**config.mk**
```make
export PLATFORM = sky130hd
export DESIGN_NAME = addsub_serial
export DESIGN_NICKNAME = d
export VERILOG_FILES = /design/src/rtl/addsub_serial.sv
export SDC_FILE = /design/constraint.sdc
export NUM_CORES = 1
export LEC_CHECK = 0
export BUFFER_PORTS_ARGS = -buffer_cell sky130_fd_sc_hd__clkbuf_2
export CORE_MARGIN = 8
export CORE_UTILIZATION = 51
export CTS_CLUSTER_SIZE = 24
export DETAILED_ROUTE_END_ITERATION = 6
export HOLD_SLACK_MARGIN = 0.08
export PLACE_DENSITY = 0.78
export SLEW_MARGIN = 20
export SYNTH_ARGS = -nofsm -noshare
export SYNTH_HDL_FRONTEND = slang
export SYNTH_SLANG_ARGS = --single-unit
export TNS_END_PERCENT = 20
```
**constraint.sdc**
```tcl
create_clock -name clk -period 6.5 [get_ports clk]
set_clock_uncertainty 0.1 [all_clocks]
set_input_delay 0.65 -clock clk [delete_from_list [all_inputs] [get_ports clk]]
set_output_delay 0.65 -clock clk [all_outputs]
set_load 0.005 [all_outputs]
```
**src/rtl/addsub_serial.sv**
```systemverilog
// -----------------------------------------------------------------------------
// addsub_serial
//
// Multi-cycle add/subtract unit (ADD, ADC, SUB, SBC) that processes CHUNK
// bits per clock. The carry between chunks is registered, so the longest
// carry chain is CHUNK bits instead of WIDTH bits. The unit returns the
// result with ARM-style N/Z/C/V flags. It has valid/ready handshakes on the
// operand side and on the result side.
//
// Parameters
//   WIDTH      operand/result width (must be a multiple of CHUNK)
//   CHUNK      bits computed per RUN cycle
//
// Ports
//   clk        clock, rising edge
//   rst        synchronous, active-high reset
//   in_valid   a/b/c_in/op are valid this cycle
//   in_ready   block can accept an operation (IDLE only)
//   a, b       operands
//   c_in       carry input, used by ADC and SBC
//   op         00 ADD, 01 ADC, 10 SUB, 11 SBC
//   out_valid  s and flags are valid (DONE only)
//   out_ready  consumer takes the result
//   s          result
//   n, z, c, v negative, zero, carry (1 = no borrow on subtract), overflow
// -----------------------------------------------------------------------------
module addsub_serial #(
    parameter int WIDTH = 32,
    parameter int CHUNK = 8
) (
    input  logic             clk,
    input  logic             rst,
    input  logic             in_valid,
    output logic             in_ready,
    input  logic [WIDTH-1:0] a,
    input  logic [WIDTH-1:0] b,
    input  logic             c_in,
    input  logic [1:0]       op,
    output logic             out_valid,
    input  logic             out_ready,
    output logic [WIDTH-1:0] s,
    output logic             n,
    output logic             z,
    output logic             c,
    output logic             v
);

    localparam int NCH   = WIDTH / CHUNK;
    localparam int CNT_W = (NCH > 1) ? $clog2(NCH) : 1;

    generate
        if (WIDTH % CHUNK != 0) begin : g_bad_chunk
            $error("addsub_serial: WIDTH must be a multiple of CHUNK");
        end
    endgenerate

    typedef enum logic [1:0] {
        IDLE = 2'd0,
        RUN  = 2'd1,
        DONE = 2'd2
    } state_t;

    state_t             state_q, state_d;

    logic [WIDTH-1:0]   a_q, bx_q, s_q, s_d;
    logic [CNT_W-1:0]   count_q;
    logic               carry_q;
    logic               n_q, z_q, c_q, v_q;

    logic [CHUNK-1:0]   a_slice, bx_slice;
    logic [CHUNK:0]     sum;
    logic               last;

    assign last = (count_q == CNT_W'(NCH - 1));

    // ---------------------------------------------------------------- FSM --
    // NOTE: sequential state uses non-blocking assignments so every register
    // samples the pre-edge values, independent of statement order.
    always_ff @(posedge clk) begin
        if (rst) state_q <= IDLE;
        else     state_q <= state_d;
    end

    // NOTE: every combinational output gets a default first so that no path
    // through the block leaves it unassigned (which would infer a latch).
    always_comb begin
        state_d = state_q;
        unique case (state_q)
            IDLE: if (in_valid)  state_d = RUN;
            RUN:  if (last)      state_d = DONE;
            DONE: if (out_ready) state_d = IDLE;
            default:             state_d = IDLE;
        endcase
    end

    // The handshake outputs decode the state register only, so no input
    // reaches them combinationally.
    always_comb begin
        in_ready  = (state_q == IDLE);
        out_valid = (state_q == DONE);
    end

    // ----------------------------------------------------------- datapath --
    // Select the current chunk and write its sum back into a copy of s. The
    // loop compares against constant indices, so every part-select is fixed.
    always_comb begin
        a_slice  = '0;
        bx_slice = '0;
        for (int i = 0; i < NCH; i++) begin
            if (count_q == CNT_W'(i)) begin
                a_slice  = a_q[i*CHUNK +: CHUNK];
                bx_slice = bx_q[i*CHUNK +: CHUNK];
            end
        end

        sum = {1'b0, a_slice} + {1'b0, bx_slice} + {{CHUNK{1'b0}}, carry_q};

        s_d = s_q;
        for (int i = 0; i < NCH; i++) begin
            if (count_q == CNT_W'(i)) s_d[i*CHUNK +: CHUNK] = sum[CHUNK-1:0];
        end
    end

    always_ff @(posedge clk) begin
        if (rst) begin
            a_q     <= '0;
            bx_q    <= '0;
            s_q     <= '0;
            count_q <= '0;
            carry_q <= 1'b0;
            n_q     <= 1'b0;
            z_q     <= 1'b0;
            c_q     <= 1'b0;
            v_q     <= 1'b0;
        end else begin
            unique case (state_q)
                IDLE: begin
                    if (in_valid) begin
                        a_q     <= a;
                        // Subtraction is a + ~b + carry; the initial carry is
                        // 0 for ADD, 1 for SUB and c_in for ADC/SBC.
                        bx_q    <= op[1] ? ~b : b;
                        carry_q <= op[0] ? c_in : op[1];
                        count_q <= '0;
                    end
                end
                RUN: begin
                    s_q     <= s_d;
                    carry_q <= sum[CHUNK];
                    count_q <= last ? '0 : count_q + CNT_W'(1);
                    if (last) begin
                        // Flags use the fully assembled result, including
                        // the chunk written on this edge.
                        n_q <= s_d[WIDTH-1];
                        z_q <= (s_d == '0);
                        c_q <= sum[CHUNK];
                        v_q <= (a_q[WIDTH-1] == bx_q[WIDTH-1]) &&
                               (s_d[WIDTH-1] != a_q[WIDTH-1]);
                    end
                end
                default: ;
            endcase
        end
    end

    assign s = s_q;
    assign n = n_q;
    assign z = z_q;
    assign c = c_q;
    assign v = v_q;

endmodule

```
### After elaboration in Yosys (flattened, before gate mapping)

Index checks and enable logic that the tools add are counted.

* register bits: 105
* input port bits: 71
* output and inout bits: 38

* add/sub/neg operators: 3
* mux-type cells: 23
* bitwise logic cells: 1
* equal/unequal tests: 10
* reductions and logical operators: 9

Operator list (count)
* two-way mux 8 bit: 12
* zero test 32 bit: 1
* two-way mux 32 bit: 1
* NOT 32 bit: 1
* two-way mux 2 bit: 5
* adder 8 x 8 -> 9 bit: 1
* adder 9 x 1 -> 9 bit: 1
* == test 2 bit, second input constant: 3
* one-hot mux 2 bit (3 select lines): 1
* AND reduction 2 bit: 3
* == test 2 x 1 -> 1 bit, second input constant: 2
* zero test 2 bit: 2
* != test 2 bit, second input constant: 2
* one-hot mux 2 bit (2 select lines): 1
* AND reduction 3 bit: 1
* adder 2 x 1 -> 2 bit, second input constant: 1
* two-way mux 1 bit: 2
* != test 2 x 1 -> 1 bit, second input constant: 1
* one-hot mux 1 bit (2 select lines): 1
* nonzero test 2 bit: 1
* == test 1 bit: 1
* logical AND 1 bit: 1
* != test 1 bit: 1

### Longest topological paths before layout

* depth in word-level cells: 10
* mapped depth: 17

### Least setup slack after synthesis

No wires, ideal clock.

* path type: reg-to-reg
* from: register count_q[1]
* to: register z_q, in the netlist z
* arrival: 3.489 ns
* library setup time: 0.058 ns
* period minus slack after synthesis: 3.648 ns
* stages on the path, launching flop included: 18
* required time: 6.342 ns
* slack: 2.852 ns
* buffers on the path: 2
* cell sequence: dfxtp_1 > inv_1 > ha_1 > buf_2 > clkbuf_1 > nor2_1 > a21oi_1 > nor2_1 > a21oi_1 > o21ai_0 > fa_1 > fa_1 > a211oi_1 > o21bai_1 > a211oi_1 > o32ai_1 > a2111oi_2 > o21ba_1

* cells in the longest elaborated chain, start to end: 9
* elaborated cells on any way between the ends: 20

Ends and longest elaborated chain
* start: declaration: line 66 `logic [CNT_W-1:0] count_q;`
* start signal: assignment: line 150 `count_q <= last ? '0 : count_q + CNT_W'(1);`
* zero test 2 bit: line 110, 120
* two-way mux 8 bit (4 in a row): line 110 `if (count_q == CNT_W'(i)) begin`
* adder 8 x 8 -> 9 bit: line 116 `sum = {1'b0, a_slice} + {1'b0, bx_slice} + {{CHUNK{1'b0}}, carry_q};`
* adder 9 x 1 -> 9 bit: line 116
* two-way mux 8 bit: line 120 `if (count_q == CNT_W'(i)) s_d[i*CHUNK +: CHUNK] = sum[CHUNK-1:0];`
* zero test 32 bit: line 155 `z_q <= (s_d == '0);`
* end signal: assignment: line 155
* end: declaration: line 68 `logic n_q, z_q, c_q, v_q;`

Several ways; a longest one is shown, not always the timed one.
A chain may end at the register's enable or synchronous reset.

### Worst setup path in the final report

* from: register count_q[0]
* to: register z_q, in the netlist z

The elaborated chain is that of the path after synthesis.

==> impl_metrics.json <==
{
  "worst-endpoint-arrival_ns": 4.22,
  "gp_congestion": 0.870,
  "area_growth_pct": 15.2,
  "final_core_util_pct": 59.7,
  "syn_area_per_cell_um2": 7.50,
  "crit_fanout": 24,
  "n_fill_cell": 939,
  "r2r_end": "z",
  "finalInstanceArea_um2": 5760,
  "dp_hpwl_um": 9460,
  "first_iter_violations": 307,
  "worstSkewPairLatency_ns": 0.38,
  "finalCritPeriodShare_pct": 61.5,
  "final_common_cell": "nand2_1",
  "worst-setup-path-type": "register to register",
  "die_w_um": 115,
  "fmax_ghz": 0.250,
  "cp-start-kind": "register",
  "cts_made_buffers": 9,
  "cts_hold_buf": 0,
  "grt-ovfl-total": 0,
  "report.final.hold_viol_count": 0,
  "cts.path.max_buffers": 2,
  "power_density_nw_per_um2": 244,
  "initial_core_util_pct": 51.9,
  "wl_um": 12600,
  "fp-row-count": 36,
  "status": "finished, final reports clean",
  "n_antenna_cell": 0,
  "hp-class": "register to register",
  "dieArea_um2": 13200,
  "synth-seq-cells": 105,
  "endpoint_kind": "register",
  "grt_pass1_vias": 4448,
  "synth_warnings": 0,
  "grt_pass1_wl_um": 20700,
  "clkTransAtPathRegs_ns": 0.10,
  "drv_cap": 0,
  "num_vias": 4572,
  "place_area_um2": 5540,
  "setup_violations": 0,
  "htreeDepth": 3,
  "drt_pass1_iterations": 4,
  "layout.nets": 823,
  "coreArea_um2": 9640,
  "antenna_found_initial": 0,
  "vdd_drop_max_mv": 0.133,
  "antenna_left": 0,
  "cts_root_buffer": "clkbuf_8",
  "drt-wirelength-per-cell_um": 14.3,
  "grt_max_degree": 102,
  "post_cts_resized": 0,
  "reg2regPathDepth": 16,
  "timing.final.ws_setup_ns": 2.50,
  "place_ws_ns": 2.20,
  "grt.total_usage_pct": 19.5,
  "leakagePower_nw": 2.35,
  "relSlewSlack_pct": 31.7,
  "io_pins": 109,
  "worst_pin_slew_ns": 1.02,
  "clock-sinks": 105,
  "numPortBuffers": 108,
  "synth_nets": 751,
  "syn_area_um2": 5000,
  "cts_tree": "built",
  "postCtsSetupBuffers": 0,
  "rsz0062_at_grt": "no",
  "crit_start": "count_q[0]",
  "critical_path_required_ns": 6.72,
  "drive_gt1_share_pct": 17.9,
  "finalSetupTns_ns": 0,
  "min_period_ns": 4.00,
  "drc_errors": 0,
  "crit_end": "z",
  "ys_types": 41,
  "dieHeight_um": 115,
  "netlist_instances": 667,
  "routed_via_density": 5.21,
  "final_cell_mix": "152 x nand2_1, 107 x clkbuf_2, 105 x dfxtp_1",
  "seq_area_frac_synth_pct": 42.0,
  "finalMaxSlewViolations": 0,
  "r2r-start": "count_q[0]",
  "regToRegSetupSlack_ns": 2.50
}
-- critical path, cell delays in order, from the launching register on --
cell and delay (ns):
dfxtp_1 0.38, inv_1 0.10, ha_1 0.49, nand2_1 0.17
nor2_1 0.05, a21oi_1 0.14, nor2_1 0.05, a21oi_1 0.11
o21ai_0 0.11, fa_1 0.44, fa_1 0.46, a211oi_1 0.27
o21bai_1 0.12, a211oi_1 0.31, o32ai_1 0.17, a2111oi_2 0.31
o21ba_1 0.16
-- worst min-delay path by stage --
stage	startpoint	to	slack, ns	cells after the start
after floorplan	a_q[0]	a_q[0]	0.34	2
after global placement	a_q[22]	a_q[22]	0.34	2
after detailed placement	a_q[7]	a_q[7]	0.35	2
after CTS	a_q[7]	a_q[7]	0.36	2
after global routing	a[3]	a_q[3]	0.37	3
final	a_q[22]	a_q[22]	0.36	2
-- power by group --
group | total (W) | internal, W | switching [W] | leakage (nW)
combinational | 0.000272 | 0.000107 | 0.000165 | 1.38
clock | 0.000430 | 0.000194 | 0.000236 | 0.109
sequential | 0.000704 | 0.000681 | 0.0000227 | 0.860
-- logic make-up after synthesis --
logic type,share of synthesized area [%]
flip-flops,42.0
AND/OR/NAND/NOR,21.9
AO/OA/AOI/OAI,21.3
XOR/XNOR,6.66
adder cells (fa/ha/maj),3.55
buffers and inverters,4.23
multiplexers,0.400
-- registers in the layout, indices dropped and copies added (netlist names) --
name,count
a_q,32
bx_q,32
s,32
count_q,2
state_q,2
c,1
carry_q,1
n,1
v,1
z,1
-- through the flow --
step           hold slack (ns)  instances  total power, W
6_report                 0.358        877         0.00141
3_3_place_gp             0.342        861        0.000983
5_1_grt                  0.367        877         0.00148
4_1_cts                  0.361        877         0.00141
2_1_floorplan            0.337        667        0.000908
3_5_place_dp             0.347        861        0.000991
-- Yosys cell counts (all sizes together) --
cell	n	area (um2)
nor3b	1	7.51
nand3	2	10.0
nor2b	2	12.5
o32ai	1	8.76
and3b	1	8.76
nand3b	1	7.51
o22ai	1	6.26
fa	2	40.0
or4	1	7.51
o21ai	21	105
dfxtp	105	2100
a211oi	40	300
xnor2	37	324
and2	5	31.3
a221oi	1	8.76
o21a	3	22.5
a21o	1	7.51
buf	4	20.0
or3	3	18.8
o221a	1	11.3
inv	4	15.0
a21oi	103	515
nor4	3	18.8
o21bai	2	15.0
nand2	152	571
nor3	6	35.0
nor2	94	353
xor2	1	8.76
mux2i	2	20.0
clkbuf	47	176
o21ba	1	10.0
ha	11	138
o31ai	1	7.51
a22oi	1	7.51
a2111oi	1	15.0
a311oi	1	8.76
a31oi	1	6.26
nand2b	2	12.5
o211ai	1	7.51
-- routing by layer --
layer,share of wire (%),wire [um],up-vias,GRT usage [%]
met1,45,5600,2056,24.2
li1,-,-,2384,-
met5,0,0,-,0
met2,48,6000,115,32.2
met4,1.8,228,0,6.30
met3,5.8,723,17,4.99
-- area by class of cell --
class	instances	area (um2)	share of cell area, %
inverter	4	15.0	0.261
timing repair buffer	112	571	9.91
tap	133	166	2.89
clock inverter	6	76.3	1.33
clock buffer	10	138	2.39
sequential	105	2100	36.5
multi-input combinational	507	2690	46.7
Power figures use the tool's default switching activity.
